**src/rtl/muldiv_pkg.sv**
```systemverilog
// ---------------------------------------------------------------------------
// muldiv_pkg
// Shared definitions for the multiply/divide sequencer and the main control
// unit: request opcodes, sequencer state encoding and default latencies.
// ---------------------------------------------------------------------------
package muldiv_pkg;

  // Request opcodes as driven on muldiv_ctrl.Op by the control unit.
  typedef enum logic [1:0] {
    OP_MULT = 2'b00,
    OP_DIV  = 2'b01,
    OP_MTHI = 2'b10,
    OP_MTLO = 2'b11
  } op_e;

  // Sequencer states; 2'b11 is unused and recovers to ST_IDLE.
  typedef enum logic [1:0] {
    ST_IDLE     = 2'b00,
    ST_RUN_MULT = 2'b01,
    ST_RUN_DIV  = 2'b10
  } state_e;

  // Cycles from request acceptance to HI/LO capture.
  localparam int DEFAULT_MULT_LATENCY = 34;
  localparam int DEFAULT_DIV_LATENCY  = 34;
  // Counter width; must hold max(DEFAULT_MULT_LATENCY, DEFAULT_DIV_LATENCY).
  localparam int DEFAULT_CNT_W        = 6;

endpackage

```
**src/rtl/muldiv_latency_counter.sv**
```systemverilog
// ---------------------------------------------------------------------------
// muldiv_latency_counter
// Free-running up counter used to time a multicycle multiply/divide.
//   clk    in   system clock
//   rst    in   asynchronous active-high reset
//   clear  in   force the count back to 0 on the next edge (wins over enable)
//   enable in   increment on the next edge
//   limit  in   terminal value (latency - 1) selected by the sequencer
//   tc     out  count currently equals limit
// ---------------------------------------------------------------------------
module muldiv_latency_counter #(
  parameter int CNT_W = 6
) (
  input  logic             clk,
  input  logic             rst,
  input  logic             clear,
  input  logic             enable,
  input  logic [CNT_W-1:0] limit,
  output logic             tc
);

  logic [CNT_W-1:0] cnt_q;
  logic [CNT_W-1:0] cnt_d;

  always_comb begin
    cnt_d = cnt_q;
    if (clear) begin
      cnt_d = '0;
    end else if (enable) begin
      cnt_d = cnt_q + CNT_W'(1);
    end
  end

  // NOTE: state registers use non-blocking assignments so every flop samples
  // values from before the edge, independent of process evaluation order.
  always_ff @(posedge clk or posedge rst) begin
    if (rst) begin
      cnt_q <= '0;
    end else begin
      cnt_q <= cnt_d;
    end
  end

  assign tc = (cnt_q == limit);

endmodule

```
**src/rtl/muldiv_ctrl.sv**
```systemverilog
// ---------------------------------------------------------------------------
// muldiv_ctrl
// Sequencer for the multicycle multiply/divide datapath. Accepts MULT, DIV,
// MTHI and MTLO requests in IDLE, holds the multiplier/divider launch line
// high for a fixed latency, then captures the 64-bit result into the
// architectural HI/LO registers owned here.
//   Clock                 in   system clock, rising edge
//   Reset                 in   asynchronous active-high reset
//   Start                 in   request strobe, sampled only in IDLE
//   Op[1:0]               in   00 MULT, 01 DIV, 10 MTHI, 11 MTLO
//   Operand_A/B[31:0]     in   rs / rt values
//   Mult_Control          out  level launch line to the multiplier
//   Div_Control           out  level launch line to the divider
//   Mult_HI/LO[31:0]      in   multiplier result
//   Div_HI/LO[31:0]       in   divider remainder / quotient
//   HI/LO[31:0]           out  architectural HI/LO registers
//   Busy                  out  operation in flight
//   Done                  out  one-cycle pulse, HI/LO just updated
//   Div_Zero              out  one-cycle pulse, DIV by zero rejected
// All outputs come straight from flops.
// ---------------------------------------------------------------------------
module muldiv_ctrl
  import muldiv_pkg::*;
#(
  parameter int MULT_LATENCY = DEFAULT_MULT_LATENCY,
  parameter int DIV_LATENCY  = DEFAULT_DIV_LATENCY,
  parameter int CNT_W        = DEFAULT_CNT_W
) (
  input  logic        Clock,
  input  logic        Reset,
  input  logic        Start,
  input  logic [1:0]  Op,
  input  logic [31:0] Operand_A,
  input  logic [31:0] Operand_B,
  output logic        Mult_Control,
  output logic        Div_Control,
  input  logic [31:0] Mult_HI,
  input  logic [31:0] Mult_LO,
  input  logic [31:0] Div_HI,
  input  logic [31:0] Div_LO,
  output logic [31:0] HI,
  output logic [31:0] LO,
  output logic        Busy,
  output logic        Done,
  output logic        Div_Zero
);

  // The counter reads 0 after the accepting edge, so capture happens on the
  // edge where it reads LATENCY-1: exactly LATENCY edges after acceptance.
  localparam logic [CNT_W-1:0] MULT_LIMIT = CNT_W'(MULT_LATENCY - 1);
  localparam logic [CNT_W-1:0] DIV_LIMIT  = CNT_W'(DIV_LATENCY - 1);

  op_e         op;
  state_e      state_q,     state_d;
  logic [31:0] hi_q,        hi_d;
  logic [31:0] lo_q,        lo_d;
  logic        busy_q,      busy_d;
  logic        done_q,      done_d;
  logic        div_zero_q,  div_zero_d;
  logic        mult_ctrl_q, mult_ctrl_d;
  logic        div_ctrl_q,  div_ctrl_d;

  logic             cnt_clear;
  logic             cnt_enable;
  logic [CNT_W-1:0] cnt_limit;
  logic             cnt_tc;

  assign op = op_e'(Op);

  muldiv_latency_counter #(
    .CNT_W (CNT_W)
  ) u_latency_counter (
    .clk    (Clock),
    .rst    (Reset),
    .clear  (cnt_clear),
    .enable (cnt_enable),
    .limit  (cnt_limit),
    .tc     (cnt_tc)
  );

  // NOTE: every signal written here gets a default first, so no path through
  // the case statement leaves one unassigned and infers a latch.
  always_comb begin
    state_d     = state_q;
    hi_d        = hi_q;
    lo_d        = lo_q;
    busy_d      = 1'b0;
    done_d      = 1'b0;
    div_zero_d  = 1'b0;
    mult_ctrl_d = 1'b0;
    div_ctrl_d  = 1'b0;
    cnt_clear   = 1'b1;
    cnt_enable  = 1'b0;
    cnt_limit   = MULT_LIMIT;

    case (state_q)
      ST_IDLE: begin
        if (Start) begin
          case (op)
            OP_MULT: begin
              state_d     = ST_RUN_MULT;
              mult_ctrl_d = 1'b1;
              busy_d      = 1'b1;
            end
            OP_DIV: begin
              // A zero divisor never launches the divider.
              if (Operand_B == 32'd0) begin
                div_zero_d = 1'b1;
              end else begin
                state_d    = ST_RUN_DIV;
                div_ctrl_d = 1'b1;
                busy_d     = 1'b1;
              end
            end
            OP_MTHI: begin
              hi_d   = Operand_A;
              done_d = 1'b1;
            end
            OP_MTLO: begin
              lo_d   = Operand_A;
              done_d = 1'b1;
            end
            default: ;
          endcase
        end
      end

      ST_RUN_MULT: begin
        cnt_limit  = MULT_LIMIT;
        cnt_enable = 1'b1;
        cnt_clear  = cnt_tc;
        if (cnt_tc) begin
          hi_d    = Mult_HI;
          lo_d    = Mult_LO;
          done_d  = 1'b1;
          state_d = ST_IDLE;
        end else begin
          mult_ctrl_d = 1'b1;
          busy_d      = 1'b1;
        end
      end

      ST_RUN_DIV: begin
        cnt_limit  = DIV_LIMIT;
        cnt_enable = 1'b1;
        cnt_clear  = cnt_tc;
        if (cnt_tc) begin
          hi_d    = Div_HI;
          lo_d    = Div_LO;
          done_d  = 1'b1;
          state_d = ST_IDLE;
        end else begin
          div_ctrl_d = 1'b1;
          busy_d     = 1'b1;
        end
      end

      // Unused encoding: drop both launch lines and return to IDLE.
      default: begin
        state_d = ST_IDLE;
      end
    endcase
  end

  always_ff @(posedge Clock or posedge Reset) begin
    if (Reset) begin
      state_q     <= ST_IDLE;
      hi_q        <= 32'd0;
      lo_q        <= 32'd0;
      busy_q      <= 1'b0;
      done_q      <= 1'b0;
      div_zero_q  <= 1'b0;
      mult_ctrl_q <= 1'b0;
      div_ctrl_q  <= 1'b0;
    end else begin
      state_q     <= state_d;
      hi_q        <= hi_d;
      lo_q        <= lo_d;
      busy_q      <= busy_d;
      done_q      <= done_d;
      div_zero_q  <= div_zero_d;
      mult_ctrl_q <= mult_ctrl_d;
      div_ctrl_q  <= div_ctrl_d;
    end
  end

  assign HI           = hi_q;
  assign LO           = lo_q;
  assign Busy         = busy_q;
  assign Done         = done_q;
  assign Div_Zero     = div_zero_q;
  assign Mult_Control = mult_ctrl_q;
  assign Div_Control  = div_ctrl_q;

endmodule

```
**config.mk**
```make
export PLATFORM = sky130hd
export DESIGN_NAME = muldiv_ctrl
export DESIGN_NICKNAME = d
export VERILOG_FILES = /design/src/rtl/muldiv_pkg.sv /design/src/rtl/muldiv_latency_counter.sv /design/src/rtl/muldiv_ctrl.sv
export SDC_FILE = /design/constraint.sdc
export NUM_CORES = 1
export LEC_CHECK = 0
export CAP_MARGIN = 25
export CORE_MARGIN = 1.5
export CORE_UTILIZATION = 38
export CTS_CLUSTER_DIAMETER = 40
export CTS_CLUSTER_SIZE = 30
export DETAILED_ROUTE_END_ITERATION = 16
export MAX_ROUTING_LAYER = met4
export PLACE_DENSITY = 0.81
export SLEW_MARGIN = 20
export SYNTH_ARGS = -nofsm -noshare
export SYNTH_HDL_FRONTEND = slang
export SYNTH_SLANG_ARGS = --single-unit
```
**constraint.sdc**
```tcl
create_clock -name Clock -period 3 [get_ports Clock]
set_clock_uncertainty 0.15 [all_clocks]
set_input_delay 0.6 -clock Clock [delete_from_list [all_inputs] [get_ports Clock]]
set_output_delay 0.6 -clock Clock [all_outputs]
set_load 0.01 [all_outputs]
```
After elaboration in Yosys (flattened, before gate mapping)
Cells that the tools add are included.
- register bits: 77
- output and inout port bits: 69
- input bits: 197
- word-level logic and storage cells: 72
- equality and inequality tests: 14
- $add $sub $neg: 1
- multiplexer cells: 38
- reductions and logical operators: 10
- operators with widths (kind ; number):
    2-to-1 mux 32 bit ; 8
    one-hot mux 32 bit (3 select lines) ; 2
    logical NOT 32 bit ; 1
    2-to-1 mux 1 bit ; 16
    2-to-1 mux 6 bit ; 2
    one-hot mux 1 bit (2 select lines) ; 5
    AND reduction 5 bit ; 2
    one-hot mux 2 bit (2 select lines) ; 2
    adder 6 x 1 -> 6 bit, second input constant ; 1
    equality test 2 bit, second input constant ; 3
    equality test 6 bit, second input constant ; 1
    2-to-1 mux 2 bit ; 3
    inequality test 2 x 1 -> 1 bit, second input constant ; 3
    inequality test 2 bit, second input constant ; 3
    equality test 2 x 1 -> 1 bit, second input constant ; 2
    logical NOT 2 bit ; 2
    AND reduction 4 bit ; 1
    OR reduction 2 bit ; 2
    inequality test 3 x 1 -> 1 bit, second input constant ; 1
    inequality test 3 bit, second input constant ; 1
    nonzero test 3 bit ; 1
    nonzero test 2 bit ; 1

Logic depth before layout (Yosys ltp)
- word-level depth: 5
- mapped depth: 9
- depth with buffers taken out: 7

Hierarchy
From an unflattened synthesis, not the netlist that was laid out.
- cells, all modules: 513
- area total of the unflattened synthesis: 4314.1 um^2
- modules (own cells, without submodules) (module ; seq. area each (um^2) ; area an instance (um^2) ; cells an instance ; instances):
    muldiv_ctrl ; 1776.7 ; 3977.6 ; 480 ; 1
    muldiv_latency_counter ; 150.1 ; 336.6 ; 33 ; 1

Worst setup path after synthesis
OpenSTA, ideal clock, no wires.
- path kind: register to register
- from: register u_latency_counter.cnt_q[2]
- to: register hi_q[0], in the netlist HI[0]
- setup slack: 0.810 ns
- period minus slack after synthesis: 2.190 ns
- stages on the path, launching flop included: 8
- setup time: 0.125 ns
- path buffers: 2
- data arrival time: 1.915 ns
- data required time: 2.725 ns
- cells stage by stage: dfrtp_1 or3b_1 or3_4 o21ai_2 and2_1 buf_6 buf_12 mux2_4
- cells in the longest elaborated chain, start to end: 3
- elaborated cells between the ends (all ways): 4
- classes of those cells: eq/ne: 3; reduce/logical: 1
- RTL lines (item ; RTL line ; text):
    from (decl) ; muldiv_latency_counter.sv:22 ; logic [CNT_W-1:0] cnt_q;
    from (signal assigned) ; muldiv_latency_counter.sv:40 ; cnt_q <= cnt_d;
    equality test 6 bit (*) ; muldiv_latency_counter.sv:44 ; assign tc = (cnt_q == limit);
    inequality test 2 bit (no source line) ; -- ;
    AND reduction 5 bit (no source line) (*) ; -- ;
    to (signal assigned) ; muldiv_ctrl.sv:177 ; hi_q <= hi_d;
    to (decl) ; muldiv_ctrl.sv:55 ; logic [31:0] hi_q, hi_d;
Every way passes the cells marked *; elsewhere a longest branch is shown, timed or not.
A chain may end at the register's enable or synchronous reset.

Worst setup path after layout
- from: register u_latency_counter.cnt_q[2]
- to: register hi_q[29], in the netlist HI[29]
Same word-level chain as after synthesis.

==> flow_summary.yaml <==
outcome:
  status: "complete, no violations"
detailed_routing:
  ant_nets: 0
  routed.top_layer: "met4"
  first_pass_iters: 6
  drtIter0Drc: 230
  viasPerCell: 5.21
  num_vias: 4196
  route.met2.wl_um: 6950
  wl_per_cell_um: 16.8
  drt-met1-wl_um: 5240
  met3_length_um: 1140
  drc: 0
  drt_wl_total_um: 13600
synthesis:
  syn_area_um2: 4310
  synth.distinct_cells: 31
  syn_inst: 405
  seq_area_frac_synth_pct: 44.7
  avgSynthCellArea_um2: 10.7
  ys_ff_latch: 77
  yosysWarnings: 0
  syn_nets: 608
final_layout:
  regArea_um2: 1930
  mostFrequentLayoutCells: "clkdlybuf4s50_1 (265), dfrtp_1 (77), a21oi_1 (65)"
  multi_input_area_um2: 2170
  fillerInstances: 861
  antenna_cells: 0
  layout.nets: 863
  layout_commonest_cell: "clkdlybuf4s50_1"
  post-route-util_pct: 67.4
  area.growth.synth_to_final_pct: 70.8
  drive_gt1_share_pct: 14.4
power:
  power_frac_clock_pct: 13.8
  comb_power_share_pct: 63.3
  p_leak_nw: 2.98
  swShare_pct: 37.7
  intPower_mw: 5.05
  switchingPower_mw: 3.06
  power_density_nw_per_um2: 1100
  irDropWorstVdd_mv: 0.793
  power_frac_seq_pct: 22.9
worst_setup_path:
  path_cells: "or3b_1, or3_4, o21ai_2, and2_2, buf_4, mux2_2"
  critPathSlowestCell: "dfrtp_1"
  required_ns: 3.05
  worst_ep_arrival_time_ns: 2.45
  critPathKind: "reg -> reg"
  end_kind: "flip-flop"
  max_stage_delay_ns: 0.42
  worstPathMaxFanout: 18
  startpoint_type: "flip-flop"
placement:
  io_buffers: 265
  hpwlAfterDp_um: 10800
  globalplace.congestion: 0.824
clock_network:
  postCtsHoldBufs: 0
  post_cts_buffers: 0
  clockRootBuffer: "clkbuf_16"
  numCtsBuffers: 9
  cts_resized: 0
  cts_max_level: 3
  clock_latency_ns: 0.32
  clk_pin_slew_ns: 0.06
  clock_tree.buffer_depth: 2
  clock-sinks: 77
  cts_tree: "built"
sta:
  max_freq_mhz: 417
  max_slew_margin_pct: 50.1
  period_minus_slack_ns: 2.40
  tns_ns: 0
  holdWs_ns: 0.346
  tightest_slew_ns: 0.748
  slew_viol_final: 0
  finalCritPeriodShare_pct: 80.0
  rsz0062_at_grt: "no"
  finalSetupViolations: 0
  hold_viol: 0
floorplan:
  initial_utilization_pct: 39.5
  fp.coreArea_um2: 10900
  rows: 38
  die-area_um2: 12000
  die_h_um: 110
  num_io_pins: 266
  die_x_um: 110
global_route:
  grt_pass1_vias: 4367
  grt_pass1_wl_um: 20700
  grt_overflow: 0
  antenna_found_initial: 0
  track_usage_pct: 23.0
  grt_max_degree: 56
worst_hold_path:
  hold_class: "reg -> reg"
flow_run:
  cap_viol_max_count: 0
## metal layers
metal	track usage, %	up-vias
li1	-	2012
met2	42.1	174
met1	25.0	1990
met3	4.86	20
met5	-	-
met4	6.49	0
## cell usage after synthesis, drive strengths merged
cell	count	share of area, %
dfrtp	77	45
a21oi	65	7.5
a22oi	64	11
mux2	64	19
nor2	40	3.5
clkbuf	21	1.8
buf	11	2.8
nand2	11	1.0
inv	9	0.78
nor4	9	1.3
ha	6	1.7
o21ai	6	0.78
nand3	4	0.46
or3	3	0.55
a31oi	2	0.29
nand4	2	0.29
xnor2	2	0.41
xor2	2	0.41
a311oi	1	0.20
and2	1	0.15
mux2i	1	0.23
nand2b	1	0.15
nor3	1	0.12
or3b	1	0.20
or4	1	0.17
## worst paths after layout
kind                                                             start  slack [ns]  cells after the start                                     end
min in group asynchronous                                        Reset        0.55                      2                       LO[8]$_DFFE_PP0P_
worst max register to register  u_latency_counter.cnt_q[2]$_DFFE_PP0P_        0.60                      6                      HI[29]$_DFFE_PP0P_
worst max-delay path            u_latency_counter.cnt_q[2]$_DFFE_PP0P_        0.60                      6                      HI[29]$_DFFE_PP0P_
worst min register to register  u_latency_counter.cnt_q[0]$_DFFE_PP0P_        0.35                      1  u_latency_counter.cnt_q[0]$_DFFE_PP0P_
max in group asynchronous                                        Reset        1.50                      3                       HI[9]$_DFFE_PP0P_
worst min-delay path            u_latency_counter.cnt_q[0]$_DFFE_PP0P_        0.35                      1  u_latency_counter.cnt_q[0]$_DFFE_PP0P_
## state kept, by name (all words and copies together), names as in the netlist
signal / cells
Busy: 1
Div_Control: 1
Div_Zero: 1
Done: 1
HI: 32
LO: 32
Mult_Control: 1
state_q: 2
u_latency_counter.cnt_q: 6
## cell type report
cell class                 count  area share, %
sequential                    77           26.2
timing repair buffer         276           37.3
multi-input combinational    287           29.5
inverter                       9          0.476
clock inverter                 4          0.985
tap                          140           2.38
clock buffer                  12           3.21
## worst max-delay path: cells and delay by family, from the launching register on
kind,cells,cell delay (ns)
buffers and inverters,1,0.31
and+or+nand+nor,3,0.94
DFF,1,0.42
AOI/OAI and AO/OA,1,0.08
muxes,1,0.37
## cells by family after synthesis
family                   Yosys count  share of synthesized area [%]
flip-flops                        77                           44.7
AND/OR/NAND/NOR                   74                           7.89
adder cells (fa/ha/maj)            6                           1.74
XOR/XNOR                           4                          0.812
buffers and inverters             41                           5.39
AO/OA/AOI/OAI                    138                           20.0
multiplexers                      65                           19.5
## through the flow
step                setup WS [ns]  total power [mW]  instance area (um2)  std cells
finish                      0.599              8.11                 7370        805
global route                0.540              8.69                 7370        805
CTS                         0.585              8.19                 7370        805
detailed placement          0.469              7.04                 7060        789
global placement            0.486              6.85                 7060        789
floorplan                   0.283              5.21                 4310        405
## power by group through the flow
stage	combinational, mW	sequential (mW)	clock [mW]
2_1_floorplan	3.15	2.06	0
3_3_place_gp	5.00	1.85	0
3_5_place_dp	5.17	1.87	0
4_1_cts	5.19	1.86	1.14
5_1_grt	5.57	1.92	1.20
6_report	5.13	1.86	1.12
Power figures use the tool's default switching activity.
